$ cat src/rtl/uart_tx_arbiter.sv
// uart_tx_arbiter: packet-level round-robin arbiter sharing one UART TX core between NUM_REQ byte streams.
// Define UART_ARB_HEADER_EN to prefix every packet with a {HEADER_TAG, owner} header byte.
module uart_tx_arbiter #(
  parameter int         NUM_REQ     = 4,
  parameter int         MAX_PKT_LEN = 16,
  parameter logic [3:0] HEADER_TAG  = 4'hA
) (
  input  logic                 clockIN,
  input  logic                 nResetIN,
  input  logic [NUM_REQ-1:0]   reqIN,
  input  logic [8*NUM_REQ-1:0] reqDataIN,
  input  logic [NUM_REQ-1:0]   reqLastIN,
  output logic [NUM_REQ-1:0]   ackOUT,
  output logic [NUM_REQ-1:0]   grantOUT,
  output logic                 busyOUT,
  output logic                 truncOUT,
  output logic [7:0]           txDataOUT,
  output logic                 txLoadOUT,
  input  logic                 txReadyIN
);
  localparam int ptrW = $clog2(NUM_REQ);
  typedef enum logic [2:0] {
    IDLE,
`ifdef UART_ARB_HEADER_EN
    HDR,
`endif
    FETCH,
    LOAD,
    DRAIN
  } stateT;
  stateT state, nextState;
  logic [ptrW-1:0] rrPtr, gIdx, winIdx;
  logic [ptrW:0] k;
  logic winFound, lastReg, truncReg, gReq, gLast, cntEnd;
  logic [7:0] byteCnt, gData;
  assign gReq = reqIN[gIdx];
  assign gLast = reqLastIN[gIdx];
  assign gData = reqDataIN[{gIdx, 3'b000} +: 8];
  assign cntEnd = byteCnt == 8'(MAX_PKT_LEN - 1);
  // Scan from farthest to nearest so the requester closest after rrPtr wins.
  always_comb begin
    winFound = 1'b0;
    winIdx = '0;
    k = '0;
    for (int i = NUM_REQ; i >= 1; i--) begin
      k = {1'b0, rrPtr} + (ptrW+1)'(i);
      k = k >= (ptrW+1)'(NUM_REQ) ? k - (ptrW+1)'(NUM_REQ) : k;
      if (reqIN[k[ptrW-1:0]]) begin
        winFound = 1'b1;
        winIdx = k[ptrW-1:0];
      end
    end
  end
  always_ff @(posedge clockIN or negedge nResetIN) begin
    if (!nResetIN) state <= IDLE;
    else state <= nextState;
  end
  always_comb begin
    nextState = state;
    case (state)
`ifdef UART_ARB_HEADER_EN
      IDLE:  nextState = winFound ? HDR : IDLE;
      HDR:   nextState = LOAD;
`else
      IDLE:  nextState = winFound ? FETCH : IDLE;
`endif
      FETCH: nextState = gReq ? LOAD : FETCH;
      LOAD:  nextState = txReadyIN ? LOAD : DRAIN;
      DRAIN: nextState = !txReadyIN ? DRAIN : lastReg ? IDLE : FETCH;
      default: nextState = IDLE;
    endcase
  end
  always_ff @(posedge clockIN or negedge nResetIN) begin
    if (!nResetIN) begin
      rrPtr <= ptrW'(NUM_REQ - 1);
      gIdx <= '0;
      grantOUT <= '0;
      byteCnt <= '0;
      lastReg <= 1'b0;
      truncReg <= 1'b0;
      txDataOUT <= 8'h00;
    end else begin
      case (state)
        IDLE: if (winFound) begin
          gIdx <= winIdx;
          grantOUT <= NUM_REQ'(1) << winIdx;
          byteCnt <= '0;
        end
`ifdef UART_ARB_HEADER_EN
        HDR: begin
          txDataOUT <= {HEADER_TAG, 4'(gIdx)};
          lastReg <= 1'b0;
          truncReg <= 1'b0;
        end
`endif
        FETCH: if (gReq) begin
          txDataOUT <= gData;
          lastReg <= gLast | cntEnd;
          truncReg <= !gLast & cntEnd;
          byteCnt <= byteCnt + 8'd1;
        end
        DRAIN: if (txReadyIN && lastReg) begin
          rrPtr <= gIdx;
          grantOUT <= '0;
        end
        default: ;
      endcase
    end
  end
  always_comb begin
    ackOUT = (state == FETCH && gReq) ? grantOUT : '0;
    txLoadOUT = state == LOAD;
    busyOUT = state != IDLE;
    truncOUT = state == DRAIN && txReadyIN && lastReg && truncReg;
  end
endmodule

$ cat config.mk
export PLATFORM = sky130hd
export DESIGN_NAME = uart_tx_arbiter
export DESIGN_NICKNAME = d
export VERILOG_FILES = /design/src/rtl/uart_tx_arbiter.sv
export SDC_FILE = /design/constraint.sdc
export NUM_CORES = 1
export LEC_CHECK = 0
export ABC_AREA = 1
export ABC_CLOCK_PERIOD_IN_PS = 1700
export BUFFER_PORTS_ARGS = -buffer_cell sky130_fd_sc_hd__buf_2
export CAP_MARGIN = 20
export CELL_PAD_IN_SITES_DETAIL_PLACEMENT = 0
export CELL_PAD_IN_SITES_GLOBAL_PLACEMENT = 1
export CORE_AREA = 2 2 76 78
export CTS_BUF_LIST = sky130_fd_sc_hd__clkbuf_4
export DETAILED_ROUTE_END_ITERATION = 16
export DIE_AREA = 0 0 78 80
export PLACE_DENSITY = 0.88
export SLEW_MARGIN = 0
export SYNTH_ARGS = -nofsm -noshare
export SYNTH_HDL_FRONTEND = slang
export SYNTH_SLANG_ARGS = --single-unit
$ cat constraint.sdc
create_clock -name clockIN -period 1.7 [get_ports clockIN]
set_input_delay 0.17 -clock clockIN [delete_from_list [all_inputs] [get_ports clockIN]]
set_output_delay 0.17 -clock clockIN [all_outputs]
set_load 0.01 [all_outputs]
==> summary.txt <==
Layout
  • Register Area: 704 sq um
  • # diodes: 0
  • Layout Cell Area excl Fill: 2480 sq um
  • Final core occ: 45.9%
  • Most frequent cells in the layout: nand2_1, buf_2, nor2_1, dfrtp_1
  • Synth-to-layout area growth: 29.7%
  • Area taken by multi-input logic gates: 1100 sq um
  • FILL cells: 563
  • Final nets: 395
  • Commonest non-fill, non-tap cell in the layout: nand2_1
  • Finished Layout Cells: 422
  • Share of cells above drive strength 1: 35.1%

Global route
  • Total GRT Usage: 15.9%
  • Global route total overflow: 0
  • Antenna violations before repair: 0
  • Vias in the first global route: 1839
  • Global-route wire length before repair: 8.12 mm
  • Largest net degree at the start of global routing: 29

Route
  • Routed WL: 4.56 mm
  • DR vias: 1957
  • Final ANT Viol Nets: 0
  • Routed length per instance: 10.8 microns
  • Vias/cell: 4.64
  • Remaining DRCs: 0
  • DRT Pass-1 Iters: 4
  • DRT iter0 DRCs: 66

Synthesis
  • Syn Std Cell Area: 1910 sq um
  • Yosys warns: 0
  • Cells after synthesis: 276
  • Mapped Avg Cell Area: 6.93 sq um
  • Post-synth cell types: 32
  • Sequential share of the synthesized area: 36.8%
  • Synth Register Bits: 28
  • Post-Syn Nets: 320

Setup path
  • Critical Path Start Type: register
  • Worst reg2reg startpoint: rrPtr[0]
  • Crit-path max FO: 8
  • Crit Path Class: reg2reg
  • Critical Path End Type: register
  • Worst Path Arrival: 1910 ps
  • CP Data Required Time: 1990 ps
  • CP startpoint: rrPtr[0]

Timing
  • Clock skew: 11.7 ps
  • Final Critical Period: 1620 ps
  • Final setup vio count: 0
  • Max Clk Rate: 618 MHz
  • Tcrit/Tclk final: 95.1%
  • Worst-margin pin slew: 599 ps
  • Hold Slack: 188 ps
  • Final hold violation count: 0
  • Rel. slew slack: 60.1%
  • Setup TNS: 0 ps
  • RSZ-0062 raised after global routing: yes
  • Max-slew violations: 0

Floorplanning
  • I/O pin count: 62
  • Die area: 6240 sq um
  • Core Footprint: 5410 sq um
  • Die Height: 80 microns
  • Starting Density: 35.4%
  • Row Count: 27
  • Die Width: 78 microns

Pwr
  • Maximum VDD drop: 566 uV
  • Cell Pwr Density: 1650 nW/um^2
  • Pleak: 1.32 nW

Clock tree
  • H-tree depth: 1
  • Longest Clk Path Bufs: 2
  • CTS Buf Count: 3
  • Clk Tree Root Cell: clkbuf_4
  • TritonCTS Sinks: 28
  • Skew-Pair Late Insertion Delay: 340 ps
  • CTS tree: done
  • Reg clk slew, reported paths: 150 ps

Placement
  • Port bufs: 61
  • Detailed placer's ending HPWL: 3.54 mm
  • Routability Congestion: 0.816
  • Cells after DPL: 409
  • DP Area: 2320 sq um

Outcome
  • Status: finished clean

Hold path
  • Hold Path Origin: reqDataIN[2]
  • Hold Crit Class: in2reg

Run
  • Max_cap viols: 0
path summary, 6_finish.rpt:
path	endpoint	depth (start not counted)	slack, ps
worst max-delay path	grantOUT[3]	8	80
worst min-delay path	txDataOUT[2]	5	190
worst max register to register	grantOUT[3]	8	80
worst min register to register	txDataOUT[0]	2	500
max in group asynchronous	gIdx[0]	2	930
min in group asynchronous	state[0]	2	350
worst max-delay path, stage by stage, from the launching register on:
cell and delay, ps:
dfstp_2 690, inv_8 70, nand2_4 70, nand4_4 130
o21ai_4 290, inv_4 90, nor2_8 110, nand2_1 60
nand2_1 60
stage by stage:
step / power, mW / setup slack, ps
2_1_floorplan: 2.87 / 225
3_3_place_gp: 3.51 / 93.0
3_5_place_dp: 3.52 / 69.0
4_1_cts: 3.90 / 10.2
5_1_grt: 4.55 / -25.4
6_report: 4.09 / 82.7
kinds of logic after synthesis:
| group | synth area share (%) |
|---|---|
| simple gates | 38.6 |
| compound gates | 13.1 |
| buf+inv | 9.49 |
| flops | 36.8 |
| xor+xnor | 1.37 |
| fa+ha+maj | 0.654 |
cell usage after synthesis:
library cell	number	area (sq um)
inv_4	1	6.26
o21ai_4	1	16.3
nand4_4	1	21.3
buf_6	2	22.5
buf_2	4	20.0
o31ai_1	1	7.51
dfstp_2	2	52.6
nand3_1	19	95.1
clkbuf_1	2	7.51
inv_2	2	7.51
nand2_1	91	342
nand2_4	4	45.0
a21oi_1	4	20.0
inv_8	1	11.3
xnor2_1	1	8.76
o221ai_1	1	8.76
clkinv_4	1	8.76
nand2_2	6	37.5
dfrtp_1	26	651
o21ai_1	2	10.0
inv_1	26	97.6
o21ai_2	2	17.5
and2_1	2	12.5
o21ai_0	24	120
nor2_8	1	20.0
nor3_1	2	10.0
xor2_1	2	17.5
nor2_1	34	128
nor4_4	1	21.3
o22ai_1	8	50.1
nand4_1	1	6.26
ha_1	1	12.5
registers in the layout, summed over array words and instances (netlist names):
register	count
state	2
gIdx	2
lastReg	1
byteCnt	8
rrPtr	2
txDataOUT	8
truncReg	1
grantOUT	4
power by group:
group	total, mW	internal, mW	leakage, nW	switching (mW)
Clock	0.283	0.0864	0.0154	0.197
Sequential	1.14	0.921	0.357	0.222
Combinational	2.67	1.02	0.952	1.64
timing repair:
item	4_1_cts	5_1_grt
hold endpoints to repair	26	0
hold buffers	1	0
setup buffers	2	5
cloned	0	1
gates resized for setup	5	19
setup endpoints to repair	4	18
pin swaps	0	5
final cells by class:
cell class | count | area share, %
Inverter | 31 | 5.40
Multi-Input combinational cell | 210 | 44.2
Timing Repair Buffer | 77 | 17.3
Tap cell | 72 | 3.63
Clock buffer | 3 | 0.908
Clock inverter | 1 | 0.151
Sequential cell | 28 | 28.4
per-layer routing:
layer  vias to the layer above  wire [microns]  global-route usage (%)  share of wire [%]
met5                         -               0                       0                  0
met4                         0              36                    2.63               0.79
met3                         4             250                    3.39                5.5
met2                        51            2170                    28.2                 48
met1                       866            2100                    20.3                 46
li1                       1036               -                       -                  -
Note: power is estimated with default switching activity, not from simulation.
